### config.mk
export PLATFORM = sky130hd
export DESIGN_NAME = inst_queue
export DESIGN_NICKNAME = d
export VERILOG_FILES = /design/src/rtl/inst_queue.sv
export SDC_FILE = /design/constraint.sdc
export NUM_CORES = 1
export LEC_CHECK = 0
export BUFFER_PORTS_ARGS = -buffer_cell sky130_fd_sc_hd__buf_2
export CAP_MARGIN = 5
export CORE_ASPECT_RATIO = 0.6
export CORE_MARGIN = 2
export CORE_UTILIZATION = 57
export CTS_CLUSTER_DIAMETER = 80
export DETAILED_ROUTE_END_ITERATION = 6
export HOLD_SLACK_MARGIN = 0.02
export PLACE_DENSITY = 0.91
export SLEW_MARGIN = 15
export SYNTH_ARGS = -nofsm -noshare
export SYNTH_HDL_FRONTEND = slang
export SYNTH_SLANG_ARGS = --single-unit
### constraint.sdc
create_clock -name clk -period 4.4 [get_ports clk]
set_input_delay 0.88 -clock clk [delete_from_list [all_inputs] [get_ports clk]]
set_output_delay 0.88 -clock clk [all_outputs]
set_load 0.01 [all_outputs]
### src/rtl/inst_queue.sv
// Instruction queue between fetch and decode: a circular buffer of {pc, inst}
// with first-word-fall-through head decode, flush and synchronous reset.
module inst_queue #(
    parameter int DEPTH = 4
) (
    input  logic                     clk,
    input  logic                     reset,
    input  logic                     in_valid,
    input  logic [31:0]              in_pc,
    input  logic [31:0]              in_inst,
    output logic                     in_ready,
    input  logic                     stall,
    input  logic                     flush,
    output logic                     out_valid,
    output logic [31:0]              out_pc,
    output logic [3:0]               opcode,
    output logic [3:0]               rd,
    output logic [3:0]               rs1,
    output logic [3:0]               rs2,
    output logic [31:0]              imm,
    output logic [$clog2(DEPTH):0]   count
);

    localparam int PW = $clog2(DEPTH);
    localparam int CW = PW + 1;

    logic [31:0]   pc_mem_r   [DEPTH];
    logic [31:0]   inst_mem_r [DEPTH];
    logic [PW-1:0] rptr_r;
    logic [PW-1:0] wptr_r;
    logic [CW-1:0] count_r;
    logic [CW-1:0] count_nxt_s;
    logic          push_s;
    logic          pop_s;
    logic [31:0]   head_pc_s;
    logic [31:0]   head_inst_s;

    assign in_ready  = (count_r < CW'(DEPTH));
    assign out_valid = (count_r != {CW{1'b0}});
    assign count     = count_r;

    // Handshake qualification; flush suppresses both sides for the cycle.
    always_comb begin
        push_s = in_valid && in_ready && !flush;
        pop_s  = out_valid && !stall && !flush;
    end

    // Occupancy next-state: a simultaneous push and pop leaves count unchanged.
    always_comb begin
        count_nxt_s = count_r;
        case ({push_s, pop_s})
            2'b10:   count_nxt_s = count_r + CW'(1);
            2'b01:   count_nxt_s = count_r - CW'(1);
            default: count_nxt_s = count_r;
        endcase
    end

    // Pointer and count state; pointers wrap naturally because DEPTH is a power of two.
    always_ff @(posedge clk) begin
        if (reset || flush) begin
            rptr_r  <= {PW{1'b0}};
            wptr_r  <= {PW{1'b0}};
            count_r <= {CW{1'b0}};
        end else begin
            count_r <= count_nxt_s;
            if (push_s) begin
                wptr_r <= wptr_r + PW'(1);
            end
            if (pop_s) begin
                rptr_r <= rptr_r + PW'(1);
            end
        end
    end

    // Entry storage; contents are left stale on reset/flush, only pointers matter.
    always_ff @(posedge clk) begin
        if (push_s && !reset) begin
            pc_mem_r[wptr_r]   <= in_pc;
            inst_mem_r[wptr_r] <= in_inst;
        end
    end

    // Head fields are forced to zero while the queue is empty.
    always_comb begin
        if (out_valid) begin
            head_pc_s   = pc_mem_r[rptr_r];
            head_inst_s = inst_mem_r[rptr_r];
        end else begin
            head_pc_s   = 32'd0;
            head_inst_s = 32'd0;
        end
    end

    assign out_pc = head_pc_s;
    assign opcode = head_inst_s[31:28];
    assign rd     = head_inst_s[27:24];
    assign rs1    = head_inst_s[23:20];
    assign rs2    = head_inst_s[19:16];
    assign imm    = {{16{head_inst_s[15]}}, head_inst_s[15:0]};

endmodule

==> qor.csv <==
metric,value,unit
gr-total-overflow,0,
cts_resized,0,
die_w,177,um
p_leak,0.00404,uW
final_util,0.681,
final_common_cell,edfxtp_1,
fin_crit_sh,0.791,
synth-main-ff-cell,edfxtp_1,
seqPwrFrac,0.566,
dr.pass1.iters,5,
cts_root_buffer,clkbuf_16,
tightest_slew,0.994,ns
netlist_instances,475,
post_cts_buffers,0,
final_nets,697,
dr_total_vias,4983,
synth_seq_cells,265,
total_power,4950,uW
hold_violations,0,
rsz0062_at_grt,no,
cts_max_path_buffers,3,
synth.avg_cell_area,21.6,um2
cp_top_family,flip-flops,
irDropWorstVdd,381,uV
cts_tree,done,
ys_top_cells_by_area,"edfxtp_1 (75%), mux4_2 (14%), nor2b_1 (3.9%)",
drive_gt1_frac,0.411,
die_h,108,um
synth-edff-count,256,
htree_levels,1,
grt_max_degree,65,
tns,0,ns
critPathKind,reg2out,
syn_nets,550,
port_buffers,153,
fin_crit,3.48,ns
endpoint_kind,primary output,
whs,0.506,ns
final_cell_mix,"edfxtp_1 (256), buf_2 (153), mux4_2 (64), nor2b_1 (64), clkbuf_16 (23)",
gp_congestion,0.749,
clock_sinks,265,
drt-total-wl,19800,um
min_path_type,reg2reg,
crit_path_max_incr_delay,0.79,ns
syn2layout_area_growth,15.5,%
required,3.52,ns
core,17400,um2
holdBufCountCts,0,
rows,37,
ys_async_sr_fraction,0,
place_area,11100,um2
synth_top_area_frac,0.748,
synth_warnings,0,
postRouteAntennaNets,0,
drcViolationCount,0,
yosysSeqAreaShare,0.766,
fmax,287,MHz
crit_slowest_cell,dfxtp_4,
start_util,0.590,
design.die.area,19100,um2
cts_buffers,23,
status,completed,
synth_cell_types,25,
critPathBufInv,2,
power.switching,952,uW
grt_pass1_wl,30000,um
p_clk_frac,0.398,
syn_area,10300,um2
clock_latency,0.51,ns
timing.slew.headroom,0.337,
grt_pass1_vias,5171,
netlist.top_cell.by_area,edfxtp_1,
intPower,3990,uW
wl_per_cell,22.8,um
report.final.slew_viol_count,0,
antenna_found_initial,4,
drv_cap,0,
p_comb_frac,0.036,
skew,0.00778,ns
power_density,417,nW/um2
swShare,0.192,
finalSetupViolations,0,
vias_per_cell,5.72,
final_area,11900,um2
worstSetupStartpointType,flop,
crit_arrival,2.60,ns
path_clk_slew,0.07,ns
ios,154,
drt_iter0_markers,422,
worstPathCellList,"buf_4, mux4_2, nor2b_1, buf_2",
dp_hpwl,11700,um
worstPathMaxFanout,34,
track_usage,0.213,
cells by family (layout without fill, tap and decap cells):
logic type,count (synthesis),after routing,synth area share
flops,265,265,0.766
simple gates,82,82,0.0492
mux,65,65,0.141
buf+inv,46,206,0.0290
compound gates,8,8,0.00390
fa+ha+maj,6,6,0.00804
xor+xnor,3,3,0.00256
other cells,0,2,0
final cells by class:
class                   instances  area, um2
inverters                       8       30.0
well taps                     234        293
repair buffers                160        818
diodes                          2       5.00
clock inverters                12        131
fillers                      1153       5550
flip-flops and latches        265       7870
multi-input cells             164       2120
clock buffers                  26        587
worst register-to-register path: stages, from the launching register on:
cell,delay (ns)
dfxtp_1,0.49
nor3_4,0.05
buf_4,0.24
buf_4,0.33
nor3_1,0.28
ha_1,0.25
inv_1,0.06
fa_1,0.37
xor2_1,0.16
or3_1,0.31
a21oi_1,0.16
power by group through the flow:
stage | combinational [uW] | sequential, uW | clock, uW
after global placement | 169 | 2850 | 0
after floorplan | 90.4 | 2850 | 0
after CTS | 181 | 2800 | 2000
after detailed placement | 179 | 2850 | 0
final | 180 | 2800 | 1970
after global routing | 196 | 2800 | 2090
registers in the layout (all words and copies together) (netlist names), named ones only:
| register | count |
|---|---|
| count | 3 |
| inst_mem_r | 128 |
| pc_mem_r | 128 |
| rptr_r | 2 |
| wptr_r | 2 |
path summary, 6_finish.rpt:
kind	start	cells after the start	end	slack, ns
setup reg to reg	count[2]$_SDFFE_PP0P_	10	count[2]$_SDFFE_PP0P_	1.60
setup / recovery	flop	4	out_pc[4]	0.92
hold / removal	rptr_r[1]$_SDFFE_PP0P_	2	flop	0.51
hold reg to reg	rptr_r[1]$_SDFFE_PP0P_	2	flop	0.51
cells in the mapped netlist, types with 5 or more instances:
library cell,number
buf_2,9
ha_1,5
edfxtp_1,256
nor2b_1,64
a21oi_1,5
nor2_1,5
buf_6,7
inv_1,8
clkbuf_1,5
buf_4,16
dfxtp_1,9
mux4_2,64
metrics by stage:
step / std cells / worst slack (ns)
floorplan: 475 / 0.822
global placement: 831 / 1.36
detailed placement: 831 / 1.18
CTS: 869 / 0.830
global route: 871 / 0.684
finish: 871 / 0.920
metal layers:
metal / GRT usage / share of wire
met2: 0.349 / 0.50
met1: 0.305 / 0.41
met4: 0.0369 / 0.013
met3: 0.0506 / 0.080
met5: 0 / 0.00035
Note: power is estimated with default switching activity, not from simulation.
